$ cat config.mk
export PLATFORM = sky130hd
export DESIGN_NAME = pipe_mem
export DESIGN_NICKNAME = d
export VERILOG_FILES = /design/src/rtl/pipe_mem.sv
export SDC_FILE = /design/constraint.sdc
export NUM_CORES = 1
export LEC_CHECK = 0
export ABC_AREA = 1
export CAP_MARGIN = 40
export CORE_MARGIN = 2
export CORE_UTILIZATION = 30
export CTS_BUF_LIST = sky130_fd_sc_hd__clkbuf_8
export CTS_CLUSTER_SIZE = 16
export DETAILED_ROUTE_END_ITERATION = 8
export PLACE_DENSITY = 0.66
export SYNTH_ARGS = -nofsm -noshare
export SYNTH_HDL_FRONTEND = slang
export SYNTH_SLANG_ARGS = --single-unit
$ cat constraint.sdc
create_clock -name in_clk -period 2.3 [get_ports in_clk]
set_clock_uncertainty 0.1 [all_clocks]
set_input_delay 0.23 -clock in_clk [delete_from_list [all_inputs] [get_ports in_clk]]
set_output_delay 0.23 -clock in_clk [all_outputs]
set_load 0.005 [all_outputs]
$ cat src/rtl/pipe_mem.sv
// MEM stage: EX/MEM latch (R), IDLE/BUSY data-memory handshake, MEM/WB latch (W).
// Handles byte/half/word lanes, drops misaligned accesses and aborts after WAIT_LIMIT busy cycles.
module pipe_mem #(
    parameter int WAIT_LIMIT = 255
) (
    input  logic        in_clk,
    input  logic        in_rst,
    input  logic        in_valid,
    input  logic        in_flush,
    input  logic        in_dmem_ena,
    input  logic        in_dmem_wena,
    input  logic [1:0]  in_dmem_type,
    input  logic        in_dmem_sext,
    input  logic [31:0] in_rt_data,
    input  logic [4:0]  in_rd_waddr,
    input  logic        in_rd_sel,
    input  logic        in_rd_wena,
    input  logic [31:0] in_alu_result,
    output logic        out_stall,
    output logic        mem_req,
    output logic        mem_we,
    output logic [31:0] mem_addr,
    output logic [3:0]  mem_be,
    output logic [31:0] mem_wdata,
    input  logic        mem_ack,
    input  logic [31:0] mem_rdata,
    output logic        out_valid,
    output logic [4:0]  out_rd_waddr,
    output logic        out_rd_sel,
    output logic        out_rd_wena,
    output logic [31:0] out_alu_result,
    output logic [31:0] out_load_data,
    output logic        out_misalign,
    output logic        out_bus_err,
    output logic        dbg_state
);

    localparam logic [0:0] ST_IDLE = 1'b0;
    localparam logic [0:0] ST_BUSY = 1'b1;
    localparam logic [7:0] LIMIT_M1 = 8'(WAIT_LIMIT - 1);

    logic [0:0]  state;
    logic [7:0]  wait_cnt;

    logic        r_valid;
    logic        r_mem;
    logic        r_we;
    logic [1:0]  r_type;
    logic        r_sext;
    logic        r_misalign;
    logic [31:0] r_rt;
    logic [4:0]  r_rd_waddr;
    logic        r_rd_sel;
    logic        r_rd_wena;
    logic [31:0] r_alu;

    function automatic logic is_misaligned(input logic [1:0] typ, input logic [1:0] a);
        case (typ)
            2'b01:   return a[0];
            2'b10:   return 1'b0;
            default: return a != 2'b00;
        endcase
    endfunction

    logic        in_misalign;
    logic        capture_op;
    logic        start_mem;
    logic        busy;
    logic        timeout;
    logic [1:0]  lane;

    assign in_misalign = in_dmem_ena & is_misaligned(in_dmem_type, in_alu_result[1:0]);
    assign capture_op  = in_valid & ~in_flush;
    assign start_mem   = capture_op & in_dmem_ena & ~in_misalign;
    assign busy        = (state == ST_BUSY);
    assign timeout     = (WAIT_LIMIT != 0) && busy && !mem_ack && (wait_cnt == LIMIT_M1);
    assign out_stall   = busy & ~mem_ack & ~timeout;
    assign lane        = r_alu[1:0];
    assign dbg_state   = state;

    // Bus handshake: mem_req stays high with we/addr/be/wdata held stable until mem_ack;
    // the access completes in the ack cycle (rdata valid with it). Ack while IDLE is ignored.
    logic [3:0]  be_c;
    logic [31:0] wdata_c;

    always_comb begin
        be_c    = 4'b1111;
        wdata_c = r_rt;
        case (r_type)
            2'b01: begin
                be_c    = lane[1] ? 4'b1100 : 4'b0011;
                wdata_c = {2{r_rt[15:0]}};
            end
            2'b10: begin
                be_c    = 4'b0001 << lane;
                wdata_c = {4{r_rt[7:0]}};
            end
            default: ;
        endcase
    end

    assign mem_req   = busy;
    assign mem_we    = busy & r_we;
    assign mem_addr  = busy ? {r_alu[31:2], 2'b00} : 32'h0;
    assign mem_be    = busy ? be_c : 4'b0000;
    assign mem_wdata = busy ? wdata_c : 32'h0;

    logic [15:0] half_c;
    logic [7:0]  byte_c;
    logic [31:0] load_c;

    always_comb begin
        half_c = lane[1] ? mem_rdata[31:16] : mem_rdata[15:0];
        case (lane)
            2'b00:   byte_c = mem_rdata[7:0];
            2'b01:   byte_c = mem_rdata[15:8];
            2'b10:   byte_c = mem_rdata[23:16];
            default: byte_c = mem_rdata[31:24];
        endcase
        case (r_type)
            2'b01:   load_c = r_sext ? {{16{half_c[15]}}, half_c} : {16'h0, half_c};
            2'b10:   load_c = r_sext ? {{24{byte_c[7]}}, byte_c} : {24'h0, byte_c};
            default: load_c = mem_rdata;
        endcase
    end

    logic r_store;
    logic r_load_ok;

    assign r_store   = r_mem & r_we;
    assign r_load_ok = r_mem & ~r_we & ~r_misalign & busy & mem_ack;

    always_ff @(posedge in_clk) begin
        if (in_rst) begin
            state    <= ST_IDLE;
            wait_cnt <= 8'h0;
        end else begin
            wait_cnt <= out_stall ? wait_cnt + 8'h1 : 8'h0;
            if (!out_stall) begin
                state <= start_mem ? ST_BUSY : ST_IDLE;
            end
        end
    end

    // R only moves when the stage is free; flush is meaningless while an access is held.
    always_ff @(posedge in_clk) begin
        if (in_rst || (!out_stall && !capture_op)) begin
            r_valid    <= 1'b0;
            r_mem      <= 1'b0;
            r_we       <= 1'b0;
            r_type     <= 2'b00;
            r_sext     <= 1'b0;
            r_misalign <= 1'b0;
            r_rt       <= 32'h0;
            r_rd_waddr <= 5'h0;
            r_rd_sel   <= 1'b0;
            r_rd_wena  <= 1'b0;
            r_alu      <= 32'h0;
        end else if (!out_stall) begin
            r_valid    <= 1'b1;
            r_mem      <= in_dmem_ena;
            r_we       <= in_dmem_wena;
            r_type     <= in_dmem_type;
            r_sext     <= in_dmem_sext;
            r_misalign <= in_misalign;
            r_rt       <= in_rt_data;
            r_rd_waddr <= in_rd_waddr;
            r_rd_sel   <= in_rd_sel;
            r_rd_wena  <= in_rd_wena;
            r_alu      <= in_alu_result;
        end
    end

    always_ff @(posedge in_clk) begin
        if (in_rst || out_stall) begin
            out_valid      <= 1'b0;
            out_rd_waddr   <= 5'h0;
            out_rd_sel     <= 1'b0;
            out_rd_wena    <= 1'b0;
            out_alu_result <= 32'h0;
            out_load_data  <= 32'h0;
            out_misalign   <= 1'b0;
            out_bus_err    <= 1'b0;
        end else begin
            out_valid      <= r_valid;
            out_rd_waddr   <= r_rd_waddr;
            out_rd_sel     <= r_rd_sel;
            out_rd_wena    <= r_valid & r_rd_wena & ~r_store & ~r_misalign & ~timeout;
            out_alu_result <= r_alu;
            out_load_data  <= r_load_ok ? load_c : 32'h0;
            out_misalign   <= r_valid & r_misalign;
            out_bus_err    <= timeout;
        end
    end

endmodule

==> results of run 1 <==
what timing repair did:
action                     in CTS  in global routing
setup endpoints to repair      44                 31
setup buffers                   8                  2
pin swaps                       1                  0
cloned                          0                  2
resized for setup              65                 33
hold buffers                    0                  0
layer usage:
metal,up-vias,GRT usage (%)
met5,-,0
met2,264,29.5
li1,3661,-
met1,3271,23.3
met3,23,5.26
met4,0,4.88
synth_stat cells:
| master | number | area [um^2] |
|---|---|---|
| a211oi_1 | 1 | 7.51 |
| a21oi_1 | 34 | 170 |
| a21oi_2 | 10 | 87.6 |
| a21oi_4 | 1 | 16.3 |
| a22oi_1 | 7 | 52.6 |
| a31oi_1 | 2 | 12.5 |
| and2_1 | 1 | 6.26 |
| buf_1 | 3 | 11.3 |
| buf_12 | 1 | 20.0 |
| buf_2 | 14 | 70.1 |
| buf_4 | 9 | 67.6 |
| buf_6 | 8 | 90.1 |
| clkbuf_1 | 22 | 82.6 |
| conb_1 | 1 | 3.75 |
| dfxtp_1 | 161 | 3220 |
| ha_1 | 5 | 62.6 |
| inv_1 | 221 | 830 |
| inv_2 | 2 | 7.51 |
| nand2_1 | 294 | 1100 |
| nand2_2 | 4 | 25.0 |
| nand2_4 | 1 | 11.3 |
| nand3_1 | 13 | 65.1 |
| nand3_2 | 1 | 10.0 |
| nand3_4 | 1 | 17.5 |
| nand4_1 | 20 | 125 |
| nor2_1 | 79 | 297 |
| nor2_2 | 3 | 18.8 |
| nor3_1 | 2 | 10.0 |
| nor3_2 | 2 | 20.0 |
| nor4_1 | 1 | 6.26 |
| o211ai_1 | 15 | 113 |
| o21ai_0 | 88 | 440 |
| o22ai_1 | 8 | 50.1 |
| or2_2 | 7 | 43.8 |
| xnor2_1 | 2 | 17.5 |
| xor2_1 | 3 | 26.3 |
stage by stage:
step / util (%) / instances / cell area, um^2
after floorplan: - / 1048 / 7220
after global placement: 43.1 / 1593 / 10100
after detailed placement: 43.1 / 1593 / 10100
after CTS: 45.2 / 1632 / 10600
after global routing: 45.5 / 1636 / 10700
final: 45.5 / 1636 / 10700
final cells by class:
type | instances | share of cell area, %
timing repair buffer | 295 | 27.4
inverter | 223 | 7.87
tap | 319 | 3.73
multi-input combinational | 607 | 27.1
sequential | 161 | 30.2
clock inverter | 14 | 1.54
clock buffer | 17 | 2.18
worst paths after layout:
check / cells past startpoint / from / to / slack, ns
hold / removal: 3 / mem_rdata[7] / out_load_data[7] / 0.28
setup / recovery: 8 / r_type[0] / mem_wdata[31] / 0.04
setup reg to reg: 11 / r_type[0] / out_load_data[17] / 0.26
hold reg to reg: 2 / r_rd_waddr[2] / out_rd_waddr[2] / 0.33
registers in the layout (all words and copies together), names as in the netlist, 2 cells and up:
name	cells
r_rd_waddr	5
r_rt	32
r_type	2
out_load_data	32
wait_cnt	8
out_rd_waddr	5
out_alu_result	32
r_alu	32
worst register-to-register path, cell delays in order, from the launching register on:
cell,delay [ns]
dfxtp_2,0.33
inv_2,0.07
ha_4,0.16
clkinvlp_4,0.14
buf_6,0.16
buf_4,0.12
buf_4,0.15
nor2_1,0.17
nand2_1,0.09
nand2_1,0.11
nand2_4,0.17
a21oi_1,0.18
logic make-up (layout without fill, tap and decap cells):
kind of cell	Yosys count	count (layout)	synth area share, %
other	1	2	0.0519
adders and majority gates	5	5	0.866
buffers and inverters	280	549	16.3
xor gates and xnor gates	5	5	0.607
and+or+nand+nor	429	429	24.4
AOI/OAI and AO/OA	166	166	13.2
DFF	161	161	44.6
power groups by stage:
stage / Combinational, mW / Clock, mW / Sequential [mW]
2_1_floorplan: 0.318 / 0 / 2.93
3_3_place_gp: 0.686 / 0 / 2.94
3_5_place_dp: 0.689 / 0 / 2.94
4_1_cts: 0.708 / 2.23 / 2.87
5_1_grt: 0.799 / 2.34 / 2.88
6_report: 0.726 / 2.14 / 2.87
==> metrics, run 1 <==
run status finished, final reports clean; wire length on met3 1.73 mm; final worst slack 0.0423 ns; Cells after Synth 1047; Die Width 159 um; Seq pwr share 50.0%; Total Routing Usage GR 18.0%; Max-Cap Viols 0; Hold Slack 0.275 ns; via count 7219; final setup fails 0; critical-path cell list inv_2, ha_4, clkinvlp_4, buf_6, o22ai_1, o21ai_1, a21oi_1, clkdlybuf4s15_2; sequential share of the synthesized area 44.6%; Hold Crit Class primary input to flop; Worst Path Class, Setup flop to primary output; Via-to-Cell Ratio 4.41; Mapped Area 0.00722 mm^2; largest fanout on the critical path 5; Starting Density 30.7%; Layout fillers 2417; M1 WL 10.8 mm; CP Buf/Inv Count 4; Crit path largest cell delay 0.33 ns; total chip power 5.74 mW; Fmax 443 MHz; commonest non-fill, non-tap cell in the layout nand2_1; total grt overflow 0; Die Height 159 um; Iteration-0 DRC Markers 404; Leakage 5.39 nW; DR top layer met4; Synth Register Bits 161; Worst setup SP type flop; Buffers on Ports 256; crit path capture type primary output; DP HPWL 17.1 mm; layout cells sized above 1 9.95%; Place WS 0.111 ns; initial antenna violation count 0; Area Growth Syn to Fin 48.3%; Detail Route Antenna Nets 0; DRC Markers 0; Cell variety after synth 36; YS warnings 0; Fin Setup TNS 0 ns; RSZ-0062 raised after global routing true; clock share of power 37.3%; internal power 4.28 mW; Max Root-Sink Buffers 2; CTS buffer count 17; area of the multi-input gates 0.00290 mm^2; final WL 23.7 mm; Final Hold Fails 0; most frequent cells in the layout nand2_1 (293), clkdlybuf4s50_1 (227), inv_1 (219); Crit path max-delay family buffers and inverters; Core Region 0.0235 mm^2; largest net degree at the start of global routing 71; global-route wire length before repair 36.0 mm; CTS tree built; 1st-pass router iterations 5; antenna cells 0; Avg Cell Area, Syn 6.90 um^2; routed len/inst 14.5 um; Ports 259; Clock Root Buffer clkbuf_8; Comb pwr share 12.7%; met2 WL 10.8 mm; CTS clk-pin slew, worst paths 0.08 ns; Switching Power 1.46 mW; Worst EP required 1.97 ns; gpl congestion 0.914; Slew Viols, Final 0; period utilization 98.2%; Max VDD drop 0.000266 V; Pwr Density 536 mW/mm^2; row count 56; minimum clock period 2.26 ns; vias in the first global route 6573; clock sink total 161; worst skew pair latency 0.45 ns; nets 1423; cell at the slowest stage of the critical path dfxtp_2; Net Sw Frac 25.4%; register area 0.00323 mm^2; Total Die Area 0.0253 mm^2; Critical Path AT 1.93 ns; H-tree depth 4
No activity file was read; power rests on OpenSTA's default activity.
==> run 2: changes to the inputs <==
CAP_MARGIN = 10   (was 40)
==> results of run 2 <==
Same layout as run 1: the final DEF is identical, and so are final timing and power.
==> run 3: changes to the inputs <==
ABC_AREA = not set   (was 1)
PLACE_DENSITY = not set   (was 0.66)
==> run 3 against run 2 <==
Compared with the run above: sequential power about the same; die area down 4.9%; power is 2.0% lower; critical path depth fell by 1; non-clock buffer count grew 14; core utilization grew 0.58 points; clock power hardly changed; via count is 11% lower; fmax is 0.14% higher; synthesized cell count decreased by 26%; global-route usage increased by 0.85 points; hold slack lost 0.17 ns; critical path type unchanged.
==> metrics, run 3 <==
Clock Root Buffer clkbuf_8; Area contributors post-synth dfxtp_1 (47%), nand3b_1 (7.4%), and2_1 (6.7%); Critical Path AT 1.92 ns (about the same); Buffers on Ports 256 (unchanged); Die Height 155 um (-2.5%); Mapped Area 0.00686 mm^2 (-5.0%); worst-margin pin slew 0.619 ns; Iteration-0 DRC Markers 392 (-3.0%); final worst slack 0.0454 ns (+0.00313 ns); row count 55 (-1.8%); Leakage 4.27 nW (-21%); Slew Viols, Final 0 (unchanged); Total Die Area 0.0241 mm^2 (-4.9%); CTS buffer count 17 (unchanged); DP HPWL 16.0 mm (-6.4%); Pwr Density 540 mW/mm^2 (+0.91%); Final Hold Fails 0 (unchanged); Hold Crit Class primary input to flop; Core Region 0.0226 mm^2 (-4.1%); most frequent cell after synthesis dfxtp_1; total grt overflow 0 (unchanged); layout cells sized above 1 14.0% (+4.0 points); Ports 259 (unchanged); Via-to-Cell Ratio 4.84 (+9.6%); Synth Register Bits 161 (unchanged); RSZ-0062 raised after global routing true; Max-Cap Viols 0 (unchanged); CTS tree built; gpl congestion 0.813 (-11%); 1st-pass router iterations 5 (unchanged); largest net degree at the start of global routing 90 (+27%); worst rel slew slack 58.6%; Avg Cell Area, Syn 8.81 um^2 (+28%); vias in the first global route 6308 (-4.0%); ys flop type dfxtp_1; dpl cells 1276 (-20%); routed len/inst 17.5 um (+21%); CTS clk-pin slew, worst paths 0.08 ns (about the same); commonest non-fill, non-tap cell in the layout clkdlybuf4s50_1; Layout Cells excl Fill 1332 (-19%); Worst EP required 1.97 ns (about the same); Post-synth EDFFs 0 (unchanged); post-route cell area 0.0104 mm^2 (-2.9%); H-tree depth 4 (unchanged); YS warnings 0 (unchanged); Area Growth Syn to Fin 51.6%; worst skew pair latency 0.44 ns (about the same); initial antenna violation count 2 (+2); CTS Hold Bufs 0 (unchanged); run status finished, final reports clean; nets 1152 (-19%); total chip power 5.62 mW (-2.0%); Cells after Synth 779 (-26%); Worst Path Class, Setup flop to primary output; placed cell areas 0.00967 mm^2 (-4.7%); period utilization 98.0% (-0.14 points); most frequent cells in the layout clkdlybuf4s50_1 (226), dfxtp_1 (157), nand2_1 (96); Max Root-Sink Buffers 2 (unchanged); clock sink total 161 (unchanged); DRC Markers 0 (unchanged); Fin Setup TNS 0 ns (unchanged); Cell variety after synth 50 (+39%); Die Width 155 um (-2.5%); final WL 23.3 mm (-1.7%); Place WS 0.120 ns (+0.00838 ns); post-synth top area cell dfxtp_1; Detail Route Antenna Nets 0 (unchanged); crit path capture type primary output; Async SR Flop Fraction 0% (unchanged); final setup fails 0 (unchanged); Worst Reg-to-Reg Cells 7 (-4); top cell type's share of synthesized area 47.0% (+2.3 points); Starting Density 30.4% (-0.28 points); sequential share of the synthesized area 47.0% (+2.3 points); list of most frequent post-synthesis cells dfxtp_1 (161), nand2_1 (96), nand3_1 (84), and2_1 (73), nand3b_1 (68); minimum clock period 2.25 ns (-0.00313 ns); via count 6443 (-11%); global-route wire length before repair 35.7 mm (-0.75%); Max VDD drop 0.000269 V (+1.3%); Total Routing Usage GR 18.9% (+0.85 points); Core Util, Final 46.1% (+0.58 points); hold path cells 3 (unchanged); Worst setup SP type flop; Fmax 444 MHz (+0.14%); Hold Slack 0.101 ns (-0.174 ns); largest fanout on the critical path 10 (+5)
==> run 3: path summary, 6_finish.rpt <==
kind / slack, ns / from / endpoint
min: 0.10 / in_rst / r_mem
max: 0.05 / r_type[0] / mem_wdata[31]
max reg2reg: 0.26 / wait_cnt[1] / out_alu_result[3]
min reg2reg: 0.36 / r_rd_waddr[1] / out_rd_waddr[1]
==> run 3: worst max-delay path, stage by stage, from the launching register on <==
cell and delay (ns):
dfxtp_4 0.35, inv_2 0.05, ha_4 0.27, buf_12 0.15
buf_8 0.13, a221o_1 0.28, o211a_1 0.13, buf_2 0.13
==> run 3: power breakdown <==
group / internal (mW) / switching (mW) / total [mW]
logic: 0.352 / 0.240 / 0.592
registers: 2.84 / 0.0381 / 2.87
clock network: 1.07 / 1.09 / 2.15
==> run 3: final cells by class <==
type / instances / area [um^2]
tap: 285 / 357
fill: 2250 / 12200
inverter: 7 / 38.8
timing repair buffer: 309 / 2990
sequential: 161 / 3230
multi-input combinational: 538 / 3380
antenna: 1 / 2.50
clock inverter: 14 / 168
clock buffer: 17 / 234
==> run 3: timing repair <==
action | CTS | global route
gates cloned | 1 | 0
pin swaps | 7 | 9
setup endpoints to repair | 29 | 25
gates resized for setup | 89 | 45
setup buffers | 19 | 5
==> run 3: logic make-up after synthesis <==
group           synth area share [%]
fa+ha+maj                      0.912
xor+xnor                       0.255
simple gates                    32.0
flops                           47.0
other cells                   0.0547
buf+inv                         6.06
compound gates                  11.3
mux                             2.43
==> run 3: layer usage <==
layer	GRT usage (%)	routed length [um]	vias to the layer above
li1	-	-	3173
met1	23.6	10000	3041
met2	32.7	11600	200
met3	4.07	1230	27
met4	5.68	398	2
met5	0	12	-
==> RTL change: new RTL, settings of run 2 <==
`WAIT_LIMIT`: 255 -> 128.
--- a/src/rtl/pipe_mem.sv
+++ b/src/rtl/pipe_mem.sv
@@ -1,7 +1,7 @@
 // MEM stage: EX/MEM latch (R), IDLE/BUSY data-memory handshake, MEM/WB latch (W).
 // Handles byte/half/word lanes, drops misaligned accesses and aborts after WAIT_LIMIT busy cycles.
 module pipe_mem #(
-    parameter int WAIT_LIMIT = 255
+    parameter int WAIT_LIMIT = 128
 ) (
     input  logic        in_clk,
     input  logic        in_rst,
Formal check against the unedited RTL: same outputs for any inputs over 4 cycles, from zero or initial values and one cycle with in_rst high; that may be too few to reach the edited logic, so the function may still have changed.
==> RTL change against run 2 <==
- cell area fell by 2.5%
- power fell by 4.4%
- combinational power fell by 3.2%
- count of clock-buffer cells in the layout rose by 1
- setup slack improved by 64 ps
- cell count rose by 0.86%
- critical endpoint is now mem_wdata[29]
- synthesized area fell by 1.9%
- wire length fell by 6.5%
- sequential cell count did not move
- clock power fell by 11%
==> RTL change: results <==
{
  "grt_pass1_wl_um": 34200,
  "hold_end": "r_rt[25]",
  "grt_pass1_vias": 6631,
  "dpl.hpwl_um": 16100,
  "dp_slack_ps": 131,
  "status": "complete, no violations",
  "synth_common_cells": "nand2_1, inv_1, dfxtp_1",
  "first_iter_violations": 476,
  "nets": 1434,
  "drt_wl_total_um": 22100,
  "wl_per_cell_um": 13.4,
  "antenna_found_initial": 3,
  "hold-worst-slack_ps": 296,
  "synth_top_area_share_pct": 45.5,
  "async_reset_ff_share_pct": 0,
  "globalplace.congestion": 0.864,
  "hold_depth": 5,
  "synth.distinct_cells": 33,
  "ff_latch_area_um2": 3230,
  "num-fill-cells": 2420,
  "place_area_um2": 10000,
  "p_leak_nw": 5.31,
  "drive_gt1_share_pct": 7.07,
  "vias_per_cell": 4.33,
  "ys_seq_area_share_pct": 45.5,
  "syn_inst": 1066,
  "placed_cells": 1612,
  "worstPathMaxFanout": 8,
  "synth_area_leaders": "dfxtp_1, nand2_1, inv_1, nor2_1, o21ai_0",
  "hp-start": "in_rt_data[25]",
  "crit_arrival_ps": 1860,
  "r2r_end": "r_alu[11]",
  "grt_start_max_net_pins": 58,
  "ir_worst_vdd_v": 0.000259,
  "track_usage_pct": 17.7,
  "rr_worst_depth": 10,
  "regToRegStartpoint": "wait_cnt[0]",
  "firstDrtPassIters": 5
}
RTL change: cell types whose count changed in the layout (fill, tap and decap cells not counted), sizes merged, moves of 6 or more:
| cell | run 2 | this run |
|---|---|---|
| nand2 | 299 | 348 |
| nor2 | 82 | 103 |
| nand4 | 20 | 1 |
| inv | 226 | 209 |
| dlygate4sd2 | 14 | 26 |
| buf | 42 | 32 |
| o211ai | 15 | 8 |
| clkbuf | 25 | 19 |
RTL change: critical path: stages, from the launching register on:
cell and delay (ps):
dfxtp_4 350, buf_4 130, ha_4 180, inv_2 140, o22ai_1 80, o21ai_0 200
nor2_1 80, dlygate4sd2_1 260
RTL change: kinds of logic (layout without fill, tap and decap cells):
logic type	after synthesis	count (layout)	synth area share, %
XOR/XNOR	2	2	0.247
flip-flops	161	161	45.5
AO/OA/AOI/OAI	153	153	11.5
adder cells (fa/ha/maj)	4	4	0.706
AND/OR/NAND/NOR	484	484	26.6
buffers and inverters	261	524	15.3
other	1	3	0.0529
RTL change: where the power goes:
group	switching, mW	leakage (nW)	internal (mW)
Clock	1.11	0.186	0.791
Sequential	0.0295	1.31	2.84
Combinational	0.339	3.82	0.364
Total	1.48	5.31	4.00
RTL change: worst max path at each step:
stage | startpoint | end | slack [ps] | cells after the start
3_5_place_dp | r_type[1] | mem_wdata[15] | 130 | 7
4_1_cts | r_type[0] | mem_wdata[17] | -160 | 8
2_1_floorplan | r_type[0] | mem_wdata[24] | 370 | 8
5_1_grt | r_type[0] | mem_wdata[29] | 1 | 7
6_report | r_type[0] | mem_wdata[29] | 110 | 7
3_3_place_gp | r_type[1] | mem_wdata[15] | 210 | 7
RTL change: final cells by class:
| class | instances | share of cell area (%) |
|---|---|---|
| Clock buffer | 18 | 2.37 |
| Antenna cell | 1 | 0.0240 |
| Sequential cell | 161 | 31.0 |
| Multi-Input combinational cell | 645 | 27.2 |
| Inverter | 204 | 7.36 |
| Clock inverter | 14 | 1.01 |
| Tap cell | 319 | 3.82 |
| Timing Repair Buffer | 288 | 27.2 |
RTL change: per-layer routing:
| metal | GRT usage, % | wire [µm] | vias up |
|---|---|---|---|
| li1 | - | - | 3669 |
| met1 | 21.8 | 9730 | 3201 |
| met2 | 29.4 | 10200 | 231 |
| met3 | 5.23 | 1670 | 36 |
| met4 | 6.15 | 515 | 4 |
| met5 | 0 | 30 | - |
RTL change: timing repair:
action                     4_1_cts  5_1_grt
pin swaps                        7        2
setup endpoints to repair       29       27
hold endpoints to repair         0        0
buffers inserted                 4        1
gates resized for setup         44       16
hold buffers                     0        0
